File: src/rtl/uart_tx_fifo_param_if.sv
`default_nettype none
// ============================================================================
// Module   : uart_tx_fifo_param_if
// Brief    : Write/status bundle between the processor side and the UART TX.
// Revision : 1.0 - initial release
// ============================================================================
interface uart_tx_fifo_param_if #(
    parameter int DATA_BITS  = 8,
    parameter int FIFO_DEPTH = 8,
    parameter int DIV_WIDTH  = 13
);
    logic                          wr_en;
    logic [DATA_BITS-1:0]          wr_data;
    logic [DIV_WIDTH-1:0]          divisor;
    logic                          tx_en;
    logic                          TX;
    logic                          busy;
    logic                          tx_done;
    logic                          fifo_full;
    logic                          fifo_empty;
    logic [$clog2(FIFO_DEPTH):0]   fifo_count;
    logic                          overflow;

    modport master (
        output wr_en, wr_data, divisor, tx_en,
        input  TX, busy, tx_done, fifo_full, fifo_empty, fifo_count, overflow
    );

    modport slave (
        input  wr_en, wr_data, divisor, tx_en,
        output TX, busy, tx_done, fifo_full, fifo_empty, fifo_count, overflow
    );
endinterface
`default_nettype wire

File: src/rtl/uart_tx_fifo_param.sv
`default_nettype none
// ============================================================================
// Module   : uart_tx_fifo_param
// Brief    : Parametrised UART transmitter fed by a circular TX FIFO.
// Revision : 1.0 - initial release
// ============================================================================
module uart_tx_fifo_param #(
    parameter int DATA_BITS   = 8,
    parameter int FIFO_DEPTH  = 8,
    parameter int PARITY_MODE = 0,
    parameter int STOP_BITS   = 1,
    parameter int DIV_WIDTH   = 13
) (
    input  logic                 clk,
    input  logic                 rst,
    uart_tx_fifo_param_if.slave  bus
);
    localparam int c_ADDR_W = $clog2(FIFO_DEPTH);
    localparam int c_PTR_W  = c_ADDR_W + 1;
    localparam int c_BIT_W  = $clog2(DATA_BITS);
    localparam logic [c_BIT_W-1:0] c_BIT_LAST  = c_BIT_W'(DATA_BITS - 1);
    localparam logic               c_STOP_LAST = 1'(STOP_BITS - 1);

    typedef enum logic [2:0] {
        ST_IDLE   = 3'd0,
        ST_START  = 3'd1,
        ST_DATA   = 3'd2,
        ST_PARITY = 3'd3,
        ST_STOP   = 3'd4
    } state_t;

    logic [DATA_BITS-1:0] r_mem [FIFO_DEPTH];
    logic [c_PTR_W-1:0]   r_wr_ptr;
    logic [c_PTR_W-1:0]   r_rd_ptr;
    logic [c_PTR_W-1:0]   r_count;
    logic                 r_full;
    logic                 r_empty;
    logic                 r_overflow;

    state_t               r_state;
    logic                 r_tx;
    logic                 r_busy;
    logic                 r_tx_done;
    logic [DIV_WIDTH-1:0] r_div;
    logic [DIV_WIDTH-1:0] r_baud;
    logic [DATA_BITS-1:0] r_shift;
    logic                 r_par;
    logic [c_BIT_W-1:0]   r_bit_idx;
    logic                 r_stop_idx;

    logic                 w_push;
    logic                 w_pop;
    logic                 w_last_stop_end;
    logic [c_PTR_W-1:0]   w_wr_nxt;
    logic [c_PTR_W-1:0]   w_rd_nxt;
    logic [c_PTR_W-1:0]   w_cnt_nxt;
    logic [DATA_BITS-1:0] w_head;
    logic                 w_head_par;

    // Full/empty are the registered flags, so a write seen while full is
    // dropped even if the transmitter pops on the same edge.
    assign w_push          = bus.wr_en && !r_full;
    assign w_last_stop_end = (r_state == ST_STOP) && (r_baud == '0) && (r_stop_idx == c_STOP_LAST);
    assign w_pop           = bus.tx_en && !r_empty && ((r_state == ST_IDLE) || w_last_stop_end);
    assign w_wr_nxt        = r_wr_ptr + c_PTR_W'(w_push);
    assign w_rd_nxt        = r_rd_ptr + c_PTR_W'(w_pop);
    assign w_cnt_nxt       = w_wr_nxt - w_rd_nxt;
    assign w_head          = r_mem[r_rd_ptr[c_ADDR_W-1:0]];
    assign w_head_par      = (PARITY_MODE == 2) ? ~^w_head : ^w_head;

    always_ff @(posedge clk) begin
        if (w_push) begin
            r_mem[r_wr_ptr[c_ADDR_W-1:0]] <= bus.wr_data;
        end
    end

    always_ff @(posedge clk) begin
        if (rst) begin
            r_wr_ptr   <= '0;
            r_rd_ptr   <= '0;
            r_count    <= '0;
            r_full     <= 1'b0;
            r_empty    <= 1'b1;
            r_overflow <= 1'b0;
        end else begin
            r_wr_ptr   <= w_wr_nxt;
            r_rd_ptr   <= w_rd_nxt;
            r_count    <= w_cnt_nxt;
            r_full     <= (w_cnt_nxt == c_PTR_W'(FIFO_DEPTH));
            r_empty    <= (w_wr_nxt == w_rd_nxt);
            r_overflow <= bus.wr_en && r_full;
        end
    end

    // tx_done is registered one cycle ahead so it is high during the final
    // cycle of the last stop bit.
    always_ff @(posedge clk) begin
        if (rst) begin
            r_state    <= ST_IDLE;
            r_tx       <= 1'b1;
            r_busy     <= 1'b0;
            r_tx_done  <= 1'b0;
            r_div      <= '0;
            r_baud     <= '0;
            r_shift    <= '0;
            r_par      <= 1'b0;
            r_bit_idx  <= '0;
            r_stop_idx <= 1'b0;
        end else begin
            r_tx_done <= 1'b0;
            if (w_pop) begin
                r_state <= ST_START;
                r_busy  <= 1'b1;
                r_tx    <= 1'b0;
                r_shift <= w_head;
                r_par   <= w_head_par;
                r_div   <= bus.divisor;
                r_baud  <= bus.divisor;
            end else begin
                case (r_state)
                    ST_IDLE: begin
                        r_tx   <= 1'b1;
                        r_busy <= 1'b0;
                    end
                    ST_START: begin
                        if (r_baud == '0) begin
                            r_state   <= ST_DATA;
                            r_tx      <= r_shift[0];
                            r_shift   <= r_shift >> 1;
                            r_bit_idx <= '0;
                            r_baud    <= r_div;
                        end else begin
                            r_baud <= r_baud - DIV_WIDTH'(1);
                        end
                    end
                    ST_DATA: begin
                        if (r_baud == '0) begin
                            r_baud <= r_div;
                            if (r_bit_idx == c_BIT_LAST) begin
                                if (PARITY_MODE != 0) begin
                                    r_state <= ST_PARITY;
                                    r_tx    <= r_par;
                                end else begin
                                    r_state    <= ST_STOP;
                                    r_tx       <= 1'b1;
                                    r_stop_idx <= 1'b0;
                                    r_tx_done  <= (STOP_BITS == 1) && (r_div == '0);
                                end
                            end else begin
                                r_tx      <= r_shift[0];
                                r_shift   <= r_shift >> 1;
                                r_bit_idx <= r_bit_idx + c_BIT_W'(1);
                            end
                        end else begin
                            r_baud <= r_baud - DIV_WIDTH'(1);
                        end
                    end
                    ST_PARITY: begin
                        if (r_baud == '0) begin
                            r_state    <= ST_STOP;
                            r_tx       <= 1'b1;
                            r_stop_idx <= 1'b0;
                            r_baud     <= r_div;
                            r_tx_done  <= (STOP_BITS == 1) && (r_div == '0);
                        end else begin
                            r_baud <= r_baud - DIV_WIDTH'(1);
                        end
                    end
                    ST_STOP: begin
                        if (r_baud != '0) begin
                            r_baud    <= r_baud - DIV_WIDTH'(1);
                            r_tx_done <= (r_stop_idx == c_STOP_LAST) && (r_baud == DIV_WIDTH'(1));
                        end else if (r_stop_idx != c_STOP_LAST) begin
                            r_stop_idx <= 1'b1;
                            r_baud     <= r_div;
                            r_tx_done  <= (r_div == '0);
                        end else begin
                            r_state <= ST_IDLE;
                            r_busy  <= 1'b0;
                            r_tx    <= 1'b1;
                        end
                    end
                    default: begin
                        r_state <= ST_IDLE;
                        r_busy  <= 1'b0;
                        r_tx    <= 1'b1;
                    end
                endcase
            end
        end
    end

    assign bus.TX         = r_tx;
    assign bus.busy       = r_busy;
    assign bus.tx_done    = r_tx_done;
    assign bus.fifo_full  = r_full;
    assign bus.fifo_empty = r_empty;
    assign bus.fifo_count = r_count;
    assign bus.overflow   = r_overflow;
endmodule
`default_nettype wire

File: src/flat_wrapper.sv
// flat-port wrapper written by rule: the top's interface ports become plain ports
module uart_tx_fifo_param_flat 
#(
    parameter int DATA_BITS   = 8,
    parameter int FIFO_DEPTH  = 8,
    parameter int PARITY_MODE = 0,
    parameter int STOP_BITS   = 1,
    parameter int DIV_WIDTH   = 13
)
  (clk, rst, bus_wr_en, bus_wr_data, bus_divisor, bus_tx_en, bus_TX, bus_busy, bus_tx_done, bus_fifo_full, bus_fifo_empty, bus_fifo_count, bus_overflow);
  uart_tx_fifo_param_if #(.DATA_BITS(DATA_BITS), .FIFO_DEPTH(FIFO_DEPTH), .DIV_WIDTH(DIV_WIDTH)) bus_i ();
  input  logic clk;
  input  logic rst;
  input wire logic [$bits(bus_i.wr_en)-1:0] bus_wr_en;
  input wire logic [$bits(bus_i.wr_data)-1:0] bus_wr_data;
  input wire logic [$bits(bus_i.divisor)-1:0] bus_divisor;
  input wire logic [$bits(bus_i.tx_en)-1:0] bus_tx_en;
  output wire logic [$bits(bus_i.TX)-1:0] bus_TX;
  output wire logic [$bits(bus_i.busy)-1:0] bus_busy;
  output wire logic [$bits(bus_i.tx_done)-1:0] bus_tx_done;
  output wire logic [$bits(bus_i.fifo_full)-1:0] bus_fifo_full;
  output wire logic [$bits(bus_i.fifo_empty)-1:0] bus_fifo_empty;
  output wire logic [$bits(bus_i.fifo_count)-1:0] bus_fifo_count;
  output wire logic [$bits(bus_i.overflow)-1:0] bus_overflow;
  assign bus_i.wr_en = bus_wr_en;
  assign bus_i.wr_data = bus_wr_data;
  assign bus_i.divisor = bus_divisor;
  assign bus_i.tx_en = bus_tx_en;
  assign bus_TX = bus_i.TX;
  assign bus_busy = bus_i.busy;
  assign bus_tx_done = bus_i.tx_done;
  assign bus_fifo_full = bus_i.fifo_full;
  assign bus_fifo_empty = bus_i.fifo_empty;
  assign bus_fifo_count = bus_i.fifo_count;
  assign bus_overflow = bus_i.overflow;
  uart_tx_fifo_param #(.DATA_BITS(DATA_BITS), .FIFO_DEPTH(FIFO_DEPTH), .PARITY_MODE(PARITY_MODE), .STOP_BITS(STOP_BITS), .DIV_WIDTH(DIV_WIDTH)) u_core (.clk(clk), .rst(rst), .bus(bus_i));
endmodule
File: config.mk
export PLATFORM = sky130hd
export DESIGN_NAME = uart_tx_fifo_param_flat
export DESIGN_NICKNAME = d
export VERILOG_FILES = /design/src/rtl/uart_tx_fifo_param_if.sv /design/src/rtl/uart_tx_fifo_param.sv /design/src/flat_wrapper.sv
export SDC_FILE = /design/constraint.sdc
export NUM_CORES = 1
export LEC_CHECK = 0
export CAP_MARGIN = 40
export CORE_AREA = 2 2 113 115
export CTS_BUF_LIST = sky130_fd_sc_hd__clkbuf_8
export DETAILED_ROUTE_END_ITERATION = 7
export DIE_AREA = 0 0 115 117
export PLACE_DENSITY = 0.7
export SKIP_CTS_REPAIR_TIMING = 1
export SLEW_MARGIN = 20
export SYNTH_ARGS = -nofsm -noshare
export SYNTH_HDL_FRONTEND = slang
export SYNTH_SLANG_ARGS = --single-unit
File: constraint.sdc
create_clock -name clk -period 6.4 [get_ports clk]
set_input_delay 0.96 -clock clk [delete_from_list [all_inputs] [get_ports clk]]
set_output_delay 0.96 -clock clk [all_outputs]
set_load 0.1 [all_outputs]
* After elaboration in Yosys (flattened, before gate mapping) *
Memory sizes are Yosys's and may differ from the RTL's. A register that Yosys moved wholly into a read port is not among the register bits.
Cells that the tools add are included.

storage, ports and cells
  memories kept = 1
  logic and storage cells = 127
  output and inout port bits = 10
  bits in registers = 59
  memory bits (writable) = 64
  bits of input ports = 25

operators by class
  bitwise gates (word level) = 3
  add/sub/neg operators = 5
  multiplexer cells = 49
  reduce and logical (&&, ||, !) cells = 28
  eq/ne operators = 25

memory list
  memory        depth  width  rd ports  clocked after memory_dff  wr ports  RTL line                  text
  u_core.r_mem  8      8      1         1                         1         uart_tx_fifo_param.sv:32  logic [DATA_BITS-1:0] r_mem [FIFO_DEPTH];

operators by type and width
  cell                                                number
  two-way mux 13 bit                                  4
  two-way mux 8 bit                                   4
  two-way mux 3 bit                                   10
  logical NOT 13 bit                                  2
  one-hot mux 13 bit (2 select lines)                 1
  two-way mux 1 bit                                   23
  one-hot mux 8 bit (2 select lines)                  1
  one-hot mux 3 bit (5 select lines)                  1
  AND reduction 7 bit                                 2
  == test 13 x 1 -> 1 bit, second input constant      1
  nonzero test 13 bit                                 1
  subtractor 13 x 1 -> 13 bit, second input constant  1
  != test 2 x 1 -> 1 bit, second input constant       6
  != test 3 x 1 -> 1 bit, second input constant       4
  AND reduction 5 bit                                 2
  nonzero test 3 bit                                  3
  adder 4 x 1 -> 4 bit                                2
  logical AND 1 bit                                   7
  == test 3 x 2 -> 1 bit, second input constant       2
  == test 3 bit, second input constant                2
  != test 2 bit, second input constant                3
  != test 3 x 2 -> 1 bit, second input constant       2
  one-hot mux 1 bit (3 select lines)                  2
  one-hot mux 3 bit (2 select lines)                  1
  20 further kinds                                    23

* Logic depth before layout (Yosys ltp) *
Gate-level depths: netlist (run 1).

  depth after elaboration = 8
  mapped depth = 14

* Worst setup path before layout (run 1) *
No wires, ideal clock.

  kind = input-to-reg
  start point = input port bus_tx_en
  end point = register u_core.r_full, in the netlist u_core.bus.fifo_full
  setup slack = 2.928 ns
  stages on the path = 11
  arrival = 3.376 ns
  data required time = 6.304 ns
  path buffers = 1
  cell sequence = nor4b_1 > o21ai_2 > inv_2 > buf_2 > ha_1 > xnor2_1 > ha_1 > a21oi_1 > maj3_1 > xor2_1 > nor4b_1

on the way
  longest elaborated chain between the ends = 5

ends and longest elaborated chain
  what                             RTL line                  text
  from (decl)                      flat_wrapper.sv:17        input wire logic [$bits(bus_i.tx_en)-1:0] bus_tx_en;
  logical AND 1 bit (2 in series)  uart_tx_fifo_param.sv:64  assign w_pop = bus.tx_en && !r_empty && ((r_state == ST_IDLE) || w_last_stop_end);
  named net u_core.w_pop           uart_tx_fifo_param.sv:52  logic w_pop;
  adder 4 x 1 -> 4 bit             uart_tx_fifo_param.sv:66  assign w_rd_nxt = r_rd_ptr + c_PTR_W'(w_pop);
  subtractor 4 bit                 uart_tx_fifo_param.sv:67  assign w_cnt_nxt = w_wr_nxt - w_rd_nxt;
  == test 4 bit                    uart_tx_fifo_param.sv:89  r_full <= (w_cnt_nxt == c_PTR_W'(FIFO_DEPTH));
  to (signal assigned)             uart_tx_fifo_param.sv:89
  to (decl)                        uart_tx_fifo_param.sv:36  logic r_full;

The timed path passes the listed nets, and every way through them passes these cells.
A chain may end at the register's enable or synchronous reset.

* Final worst setup path (run 1) *
  start point = register u_core.r_baud[0]
  end point = register u_core.r_full, in the netlist u_core.bus.fifo_full

on the way
  longest elaborated chain between the ends = 8

ends and longest elaborated chain
  what                             RTL line                   text
  from (decl)                      uart_tx_fifo_param.sv:45   logic [DIV_WIDTH-1:0] r_baud;
  from (signal assigned)           uart_tx_fifo_param.sv:118  r_baud <= bus.divisor;
  from (signal assigned)           uart_tx_fifo_param.sv:131  r_baud <= r_div;
  from (signal assigned)           uart_tx_fifo_param.sv:133  r_baud <= r_baud - DIV_WIDTH'(1);
  logical NOT 13 bit               uart_tx_fifo_param.sv:63   assign w_last_stop_end = (r_state == ST_STOP) && (r_baud == '0) && (r_stop_idx == c_STOP_LAST);
  logical AND 1 bit (2 in series)  uart_tx_fifo_param.sv:63
  logical OR 1 bit                 uart_tx_fifo_param.sv:64
  logical AND 1 bit                uart_tx_fifo_param.sv:64
  adder 4 x 1 -> 4 bit             uart_tx_fifo_param.sv:66
  subtractor 4 bit                 uart_tx_fifo_param.sv:67
  == test 4 bit                    uart_tx_fifo_param.sv:89

Every way passes these cells.

==> results.md, run 1 <==
* CORE AREA at 12,310 um^2
* Layer with the highest usage: met2
* Pre-antenna DRT Iters at 5
* Outcome: complete, no violations
* Max-cap check violation count at 0
* Crit path required time at approximately 6800 ps
* Clock share of power at 0.237
* Number of flops mapped to enable cells by yosys at 64
* # clock sinks at 122
* Final std cells w/o fill at between 600 and 700
* Pre-CTS WS at just under 2000 ps
* Avg Cell Area, Syn at roughly 12 um^2
* Die area at between 10,000 and 15,000 um^2
* Switching power at around 1.2 mW
* Relative slew margins at 0.4616
* Clock latency on the worst-skew pair at 440 ps
* Fmax at 245.6 MHz
* Met2 usage at 0.2792
* H-tree depth at 4
* Yosys top cell by area: edfxtp_1
* Comb power frac at 0.412
* NumNets Final at 526
* Crit Path Category: reg2reg
* Top cell types by occurrence after synthesis: edfxtp_1 (64), dfxtp_1 (58), nand2_1 (55)
* Top cells by area, synth: edfxtp_1 (37%), dfxtp_1 (22%), mux4_2 (6.8%)
* CTS tree: yes
* Placer congestion estimate at about 0.8
* Worst setup EP type: flip-flop
* Initial antenna violation count at 0
* Synth Flop Type: edfxtp_1
* PwrDens at about 460 nW/um^2
* Fin. max-slew vios at 0
* Total GRT Usage at 0.1702
* Syn Nets at 477
* Crit Path Max Fanout at 34
* Yosys top cell area share at 0.3652
* #FFs+latches synth at 122
* Fin. Hold Viols at 0
* First-iteration detailed-routing DRC count at 330
* Synth-to-layout area growth at 20.21%
* Synth cell types at 56
* First-pass GRT wire length at 17,460 um
* Vias in the first global route at about 3,400
* Startpoint Class: flip-flop
* Pleak at around 2.2 nW
* Sequential power share at 0.351
* Met1 GRT Util at 0.2180
* DR DRC count at 0
* I/O Buffers at 34
* Antenna Nets Post-Route at 0
* Placement Cell Area at between 5000 and 6000 um^2
* Via density at around 5.5
* Clock transition at path regs at about 80 ps
* Register area share after synthesis at 0.5858
* Routed length per instance at about 17 um
* Cell count after placement at ~620
* Post-synth design cell area at 5263 um^2
* # IOs at 35
* Final worst slack at 2329 ps
* Final min period at 4071 ps
* Global Route met3 Usage at 0.03862
* Largest net degree at the start of global routing at 35
* Asr flop ratio synth at 0
* Peak VDD IR at approximately 0.29 mV
* Yosys warning count at 0
* P_int at between 1.5 and 2 mW
* Routed wire length at around 11,000 um
* Initial Utilization at 0.4274
* GRT overflow at 0
* Hold crit path type: reg2reg
* Max Clock Skew at around 11 ps
* Final Setup Violations at 0
* Sw Ratio at 0.3971
* N_diodes at 0
* DR vias at 3,591
* Mapped Cells at 440
* Chip height at about 120 um
* Root buffer cell: clkbuf_8
* Worst-Margin Slew at slightly above 800 ps
* CTS buffer count at 17
* Fin crit share at 0.6361
* Setup TNS at 0 ps
* Die Wd at 115 um
* Top-count cell post-synth: edfxtp_1
* DP Wirelength at 7225 um
* Site row count at 41
* Clock buffer depth at 2
* Final Cell Area at approximately 6300 um^2
* RSZ-0062 raised after global routing: no
* Layout cells sized above 1 at 0.1813
* Worst endpoint data arrival time at ~4400 ps
-- area by class of cell --
class,count,area (um^2)
Fill cell,1038,5986
Sequential cell,122,3083
Multi-Input combinational cell,285,2026
Timing Repair Buffer,56,603.1
Clock buffer,17,234.0
Tap cell,150,187.7
Clock inverter,15,166.4
Inverter,7,26.28
-- layer usage --
layer,part of all wire,vias to the layer above
met5,0,-
met4,0.014,0
met3,0.042,11
met2,0.50,82
met1,0.44,1766
li1,-,1732
-- placed cells by master, fill, tap and decap left out, types with 6 or more instances in the layout --
cell type and n:
mux2_2 7, xnor2_1 9, a21oi_1 30, nand3_1 19, nand2b_1 8, inv_6 6
edfxtp_1 64, nor2b_1 7, clkbuf_8 17, dfxtp_1 58, inv_8 6, nand2_1 55
inv_1 6, nor2_1 31, a31oi_1 11, ha_1 11, mux4_2 16, buf_8 11
nor4_1 6, buf_4 9, clkdlybuf4s50_1 33
-- registers in the layout, summed over array words and instances (netlist names) --
name / cells
u_core.bus.fifo_full: 1
u_core.r_state: 3
u_core.r_div: 13
u_core.r_baud: 13
u_core.bus.fifo_count: 4
u_core.r_bit_idx: 3
u_core.r_shift: 8
u_core.bus.tx_done: 1
u_core.bus.fifo_empty: 1
u_core.bus.overflow: 1
u_core.r_mem: 64
u_core.r_rd_ptr: 4
u_core.bus.TX: 1
u_core.r_wr_ptr: 4
u_core.bus.busy: 1
-- power groups by stage --
| stage | Clock (mW) | Combinational [mW] | Sequential (mW) |
|---|---|---|---|
| 6_report | 0.690 | 1.20 | 1.03 |
| 4_1_cts | 0.699 | 1.20 | 1.02 |
| 3_5_place_dp | 0 | 1.19 | 1.04 |
| 3_3_place_gp | 0 | 1.11 | 1.04 |
| 2_1_floorplan | 0 | 0.846 | 1.14 |
| 5_1_grt | 0.737 | 1.32 | 1.04 |
-- worst paths after layout --
check                                    startpoint                   end  slack (ps)  cells after the start
worst max-delay path               u_core.r_baud[0]  u_core.bus.fifo_full        2330                     14
worst min-delay path            u_core.r_bit_idx[2]   u_core.r_bit_idx[2]         460                      2
worst max register to register     u_core.r_baud[0]  u_core.bus.fifo_full        2330                     14
worst min register to register  u_core.r_bit_idx[2]   u_core.r_bit_idx[2]         460                      2
-- stage by stage --
step | hold WS, ps | utilization | total power [mW]
after floorplan | 435.6 | - | 1.982
after global placement | 441.6 | 0.4620 | 2.151
after detailed placement | 454.4 | 0.4801 | 2.232
after CTS | 468.3 | 0.5126 | 2.919
after global routing | 480.0 | 0.5138 | 3.094
final | 463.8 | 0.5138 | 2.919
-- cell families after synthesis --
family / count (synthesis) / share of synthesized area
fa+ha+maj: 13 / 0.03186
simple gates: 158 / 0.1519
flops: 122 / 0.5858
mux: 24 / 0.08536
buf+inv: 33 / 0.02924
xor+xnor: 13 / 0.02164
compound gates: 77 / 0.09415
-- worst max-delay path, cell delays in order, from the launching register on --
cell and delay, ps:
dfxtp_1 370, inv_1 100, ha_1 230, or3b_2 510, nor4_4 430, o21ai_2 90
buf_4 270, inv_2 410, ha_1 250, xnor2_1 120, ha_1 320, a21oi_1 80
maj3_1 370, xor2_1 170, nor4b_1 260
Note: power is estimated with default switching activity, not from simulation.
==> run 2, diff against run 1 <==
Settings changed: PLACE_DENSITY 0.7 to 0.73.
Clock period 6.4 ns to 3.3 ns, I/O delays scaled along.
==> run 2 against run 1 <==
Net effect:
- die area unchanged
- worst setup slack worse by 2100 ps
- flip-flop and latch count did not move
- sequential share of layout area is 0.55 points lower
- first-iteration DRC count is 20% lower
- worst hold slack got worse by 1.5 ps
- highest routed layer unchanged
- clock-buffer cell count unchanged
- global-route usage is 0.70 points higher
- cell area is 1.1% higher
- largest cell class unchanged
- routed wire length increased by 1.6%
- sequential power up 93%
- via count hardly changed
==> results.md, run 2 (synthesized netlist as in run 1, its figures left out) <==
* Outcome: complete, no violations
* PwrDens at 911.8 nW/um^2 (+98%)
* Startpoint Class: flip-flop
* Fin. Hold Viols at 0 (unchanged)
* # IOs at 35 (unchanged)
* Crit path required time at 3640 ps (-3110 ps)
* Pre-antenna DRT Iters at 5 (unchanged)
* Peak VDD IR at 0.4798 mV (+67%)
* Clock buffer depth at 2 (unchanged)
* Commonest non-fill, non-tap cell in the layout: edfxtp_1
* CP peak stage delay at 600 ps (+90 ps)
* Final min period at 3051 ps (-1020 ps)
* DR DRC count at 0 (unchanged)
* CP top delay family: simple AND/OR/NAND/NOR gates
* Fmax at 327.7 MHz (+33%)
* Sequential power share at 0.341 (-0.010)
* Max reg flops at 64 (unchanged)
* Clock share of power at 0.246 (+0.009)
* Pre-CTS WS at 60.54 ps (-1861 ps)
* Routed wire length at 10,990 um (+1.6%)
* Final worst slack at 248.7 ps (-2080 ps)
* CP cell instances: or4_4 > nor4_4 > o21ai_2 > inv_4 > ha_4 > xnor2_2 > ha_1 > a21oi_1 > maj3_1 > xor2_1 > nor4b_1
* WP buf/inv at 1 (-2)
* Via density at 5.469 (-0.71%)
* Vias in the first global route at 3,638 (+6.3%)
* R2r setup slk at 250 ps (-2080 ps)
* Hold crit path type: reg2reg
* Max stage delay cell, worst path: or4_4
* Crit Path Max Fanout at 9 (-74%)
* Largest net degree at the start of global routing at 34 (-2.9%)
* Hold-critical path depth at 2 (unchanged)
* I/O Buffers at 34 (unchanged)
* Chip height at 117 um (unchanged)
* Initial Utilization at 0.4274 (unchanged)
* Die Wd at 115 um (unchanged)
* Crit Path Category: reg2reg
* Placement Cell Area at 5953 um^2 (+0.72%)
* Reg2Reg Depth at 11 (-3)
* Final Setup Violations at 0 (unchanged)
* Placer congestion estimate at 0.8778 (+7.2%)
* Clock transition at path regs at 70 ps (about the same)
* Fin crit share at 0.9246 (+0.2885)
* Commonest non-fill, non-tap cells in the layout: edfxtp_1 (64), dfxtp_1 (58), nand2_1 (55), clkdlybuf4s50_1 (33), nor2_1 (31)
* Worst r2r src: u_core.r_baud[4]
* First-pass GRT wire length at 18,020 um (+3.2%)
* Die area at 13,460 um^2 (unchanged)
* Hold path endpoint: u_core.r_bit_idx[2]
* GRT overflow at 0 (unchanged)
* Max Clock Skew at 14.03 ps (+3.455 ps)
* Layout fillers at 1,025 (-1.3%)
* Relative slew margins at 0.5471 (+0.08547)
* Final Cell Area at 6399 um^2 (+1.1%)
* Worst endpoint data arrival time at 3390 ps (-1030 ps)
* Total GRT Usage at 0.1773 (+0.007036)
* # clock sinks at 122 (unchanged)
* HP Start: u_core.r_bit_idx[2]
* First-iteration detailed-routing DRC count at 264 (-20%)
* Max-cap check violation count at 0 (unchanged)
* CORE AREA at 12,310 um^2 (unchanged)
* Switching power at 2.172 mW (+87%)
* N_diodes at 0 (unchanged)
* Site row count at 41 (unchanged)
* Layout cells sized above 1 at 0.1933 (+0.01202)
* P_int at 3.662 mW (+110%)
* Antenna Nets Post-Route at 0 (unchanged)
* CTS tree: yes
* Pleak at 2.179 nW (+1.0%)
* Sw Ratio at 0.3723 (-0.02483)
* H-tree depth at 4 (unchanged)
* DR vias at 3,593 (+0.056%)
* Initial antenna violation count at 0 (unchanged)
* R2r endpoint: u_core.bus.fifo_full
* Fin. max-slew vios at 0 (unchanged)
* RSZ-0062 raised after global routing: no
* Setup TNS at 0 ps (unchanged)
* Routed length per instance at 16.73 um (+0.84%)
* Root buffer cell: clkbuf_8
* NumNets Final at 531 (+0.95%)
* Synth-to-layout area growth at 21.59%
* DP Wirelength at 7153 um (-1.0%)
* Clock latency on the worst-skew pair at 440 ps (about the same)
* Worst setup EP type: flip-flop
* CTS buffer count at 17 (unchanged)
* Comb power frac at 0.413 (about the same)
* Worst-Margin Slew at 678.5 ps (-126.2 ps)
==> run 2: worst max path at each step <==
stage / cells after the start / startpoint / end / slack, ps
6_report: 11 / u_core.r_baud[4] / u_core.bus.fifo_full / 250
5_1_grt: 11 / u_core.r_baud[4] / u_core.bus.fifo_full / 70
4_1_cts: 13 / u_core.r_baud[1] / u_core.bus.fifo_full / 90
3_5_place_dp: 12 / bus_tx_en / u_core.bus.fifo_full / 60
3_3_place_gp: 11 / bus_tx_en / u_core.bus.fifo_full / 150
2_1_floorplan: 14 / u_core.r_baud[0] / u_core.bus.fifo_full / 10
==> run 2: final cells by class <==
| type | instances | area, um^2 | area share |
|---|---|---|---|
| Inverter | 7 | 28.78 | 0.004497 |
| Tap cell | 150 | 187.7 | 0.02933 |
| Clock inverter | 15 | 197.7 | 0.03090 |
| Timing Repair Buffer | 61 | 613.1 | 0.09582 |
| Sequential cell | 122 | 3083 | 0.4818 |
| Clock buffer | 17 | 234.0 | 0.03657 |
| Multi-Input combinational cell | 285 | 2054 | 0.3211 |
==> run 2: power by group through the flow <==
| stage | clock network [mW] | registers [mW] | logic (mW) |
|---|---|---|---|
| 3_5_place_dp | 0 | 2.01 | 2.38 |
| 6_report | 1.44 | 1.99 | 2.41 |
| 5_1_grt | 1.53 | 2.01 | 2.63 |
| 4_1_cts | 1.46 | 1.98 | 2.39 |
| 2_1_floorplan | 0 | 2.20 | 1.66 |
| 3_3_place_gp | 0 | 2.00 | 2.23 |
==> run 2: layer usage <==
metal,routed length (um),part of all wire,GRT usage,vias to the layer above
met3,391,0.036,0.04995,16
met2,5510,0.50,0.3039,75
met4,153,0.014,0.07791,0
met1,4935,0.45,0.2096,1760
li1,-,-,-,1742
met5,0,0,0,-
==> run 2: worst min-delay path: cells and delay by family, from the launching register on <==
family | cells | cell delay, ps
AO/OA/AOI/OAI | 1 | 50
flip-flops | 1 | 310
AND/OR/NAND/NOR | 1 | 60
==> run 2: through the flow <==
step	hold slack, ps	total power, mW	cells	utilization
floorplan	435.6	3.867	440	-
CTS	464.8	5.829	656	0.5186
global route	476.2	6.180	657	0.5197
global placement	444.0	4.229	614	0.4713
detailed placement	454.8	4.391	624	0.4835
finish	462.3	5.834	657	0.5197
==> RTL change (settings of run 2) <==
`PARITY_MODE` is set to 0 in 2 places; all go to 1.
--- a/src/rtl/uart_tx_fifo_param.sv
+++ b/src/rtl/uart_tx_fifo_param.sv
@@ -8,5 +8,5 @@
     parameter int DATA_BITS   = 8,
     parameter int FIFO_DEPTH  = 8,
-    parameter int PARITY_MODE = 0,
+    parameter int PARITY_MODE = 1,
     parameter int STOP_BITS   = 1,
     parameter int DIV_WIDTH   = 13
--- a/src/flat_wrapper.sv
+++ b/src/flat_wrapper.sv
@@ -4,5 +4,5 @@
     parameter int DATA_BITS   = 8,
     parameter int FIFO_DEPTH  = 8,
-    parameter int PARITY_MODE = 0,
+    parameter int PARITY_MODE = 1,
     parameter int STOP_BITS   = 1,
     parameter int DIV_WIDTH   = 13
Behaviour: no difference found for any inputs over 4 cycles, from zero or initial values and one cycle with rst high; that may be too few to reach the edited logic, so the function may still have changed.
==> RTL change against run 2 <==
Sequential cell count up 1; non-clock buffer count up 8; power up 6.8%; combinational power up 25%; setup slack better by 0.0030 ns; area after synthesis up 16%; maximum frequency about the same; design area up 12%; count of clock-buffer cells in the layout unchanged; routed wire length up 21%.
==> RTL change: results (changes against run 2) <==
| Metric | Value |
|---|---|
| Drt total wl | `13300 µm (+21%)` |
| Post-synthesis sequential area ratio | `50.8% (-7.8 points)` |
| Cell count of the worst reg-to-reg path | `13 (+2)` |
| Hold WS | `0.461 ns (-0.000976 ns)` |
| CP max stage cell | `nor4_2` |
| Slew @ Worst Pin | `0.745 ns (+0.0661 ns)` |
| Setup WS pre-CTS | `-0.0864 ns (-0.147 ns)` |
| Worst hold start | `u_core.bus.fifo_full` |
| Largest net degree at the start of global routing | `40 (+18%)` |
| Clock-pin slew on the worst setup and hold paths | `0.07 ns (about the same)` |
| R2r startpoint | `u_core.r_baud[9]` |
| Top FF cell, synth | `edfxtp_1` |
| RD Place Congestion | `0.873 (-0.55%)` |
| CP arrival | `3.38 ns (about the same)` |
| Count of cell types in the netlist | `63 (+13%)` |
| Worst reg-to-reg setup slack | `0.25 ns` |
| Cells after synthesis | `551 (+25%)` |
| Dpl cells | `734 (+18%)` |
| Static leakage | `2.49 nW (+14%)` |
| Most frequent cells after synthesis | `edfxtp_1 (64), dfxtp_1 (59), nor2_1 (52), nand2_1 (50), a21oi_1 (43)` |
| Layout net count | `641 (+21%)` |
| Area contributors post-synth | `edfxtp_1 (31%), dfxtp_1 (19%), mux4_2 (7.0%)` |
| Hold worst-path end | `u_core.bus.overflow` |
| Met2 usage in global routing | `37.6% (+7.2 points)` |
| 1st-iter DRT viols | `363 (+38%)` |
| Layout cell share with drive strength beyond 1 | `16.4% (-2.9 points)` |
| Met1 usage | `23.9% (+3.0 points)` |
| Final Non-Filler Cells | `766 (+17%)` |
| Max Clock Skew | `0.00737 ns (-0.00667 ns)` |
| Syn Nets | `589 (+23%)` |
| RR Endpoint | `u_core.bus.fifo_full` |
| HPWL Detailed | `9160 µm (+28%)` |
| Vias | `4449 (+24%)` |
| Number of global-route vias before repair | `4532 (+25%)` |
| Placement-stage cell area | `6840 µm² (+15%)` |
| All-layer global routing usage | `21.2% (+3.5 points)` |
| VDD IR max | `532 µV (+11%)` |
| CP peak stage delay | `0.50 ns (-0.10 ns)` |
| Outcome | `completed` |
| Global routing usage on met3 | `6.28% (+1.3 points)` |
| First-pass GRT wire length | `21800 µm (+21%)` |
RTL change: cell types whose count changed after synthesis, moves of 6 or more:
| cell | delta |
|---|---|
| a221oi_1 | +8 |
| mux2i_1 | +19 |
| clkbuf_1 | +6 |
| nor2_1 | +21 |
| o21ai_0 | +9 |
| xnor2_1 | +14 |
| a21oi_1 | +13 |
| mux2_2 | -6 |
| xor2_1 | +18 |
| a31oi_1 | -7 |
| nand3_1 | -7 |
RTL change: worst max-delay path by stage:
stage / start / end / slack [ns] / cells after the start
global route: u_core.r_baud[9] / u_core.bus.fifo_full / 0.03 / 13
finish: u_core.r_baud[9] / u_core.bus.fifo_full / 0.25 / 13
CTS: u_core.r_baud[9] / u_core.bus.fifo_full / 0.28 / 13
floorplan: u_core.bus.fifo_empty / u_core.bus.fifo_full / 0.11 / 14
detailed placement: bus_tx_en / u_core.bus.fifo_full / -0.09 / 13
global placement: bus_tx_en / u_core.bus.fifo_full / 0.03 / 13
RTL change: cells by family (layout without fill, tap and decap cells):
logic type | Yosys count | count (layout) | share of synthesized area, %
fa+ha+maj | 13 | 13 | 2.79
buf+inv | 46 | 111 | 3.20
simple gates | 173 | 173 | 14.3
compound gates | 111 | 111 | 11.9
xor+xnor | 45 | 45 | 6.45
flops | 123 | 123 | 50.8
mux | 40 | 40 | 10.5
RTL change: cell type report:
class                      count  area (µm²)
clock buffer                  17         234
clock inverter                15         128
fill                        1022        5110
inverter                      10        37.5
multi-input combinational    382        2810
sequential                   123        3100
tap                          150         188
timing repair buffer          69         698
RTL change: where the power goes:
group	switching [W]	internal (W)
clock network	0.000613	0.000591
registers	0.000193	0.00183
logic	0.00176	0.00125
total	0.00257	0.00366
RTL change: worst max-delay path: cells and delay by family (launching register included):
family,cells,cell delay (ns)
AO/OA/AOI/OAI,3,0.62
XOR/XNOR,1,0.16
adder cells (fa/ha/maj),3,0.65
buffers and inverters,2,0.15
flip-flops,1,0.38
AND/OR/NAND/NOR,4,0.99
RTL change: metal layers:
| metal | part of all wire, % | vias to the layer above | wire [µm] |
|---|---|---|---|
| li1 | - | 2138 | - |
| met1 | 40 | 2164 | 5370 |
| met2 | 52 | 118 | 6930 |
| met3 | 4.9 | 29 | 651 |
| met4 | 2.3 | 0 | 308 |
| met5 | 0 | - | 0 |
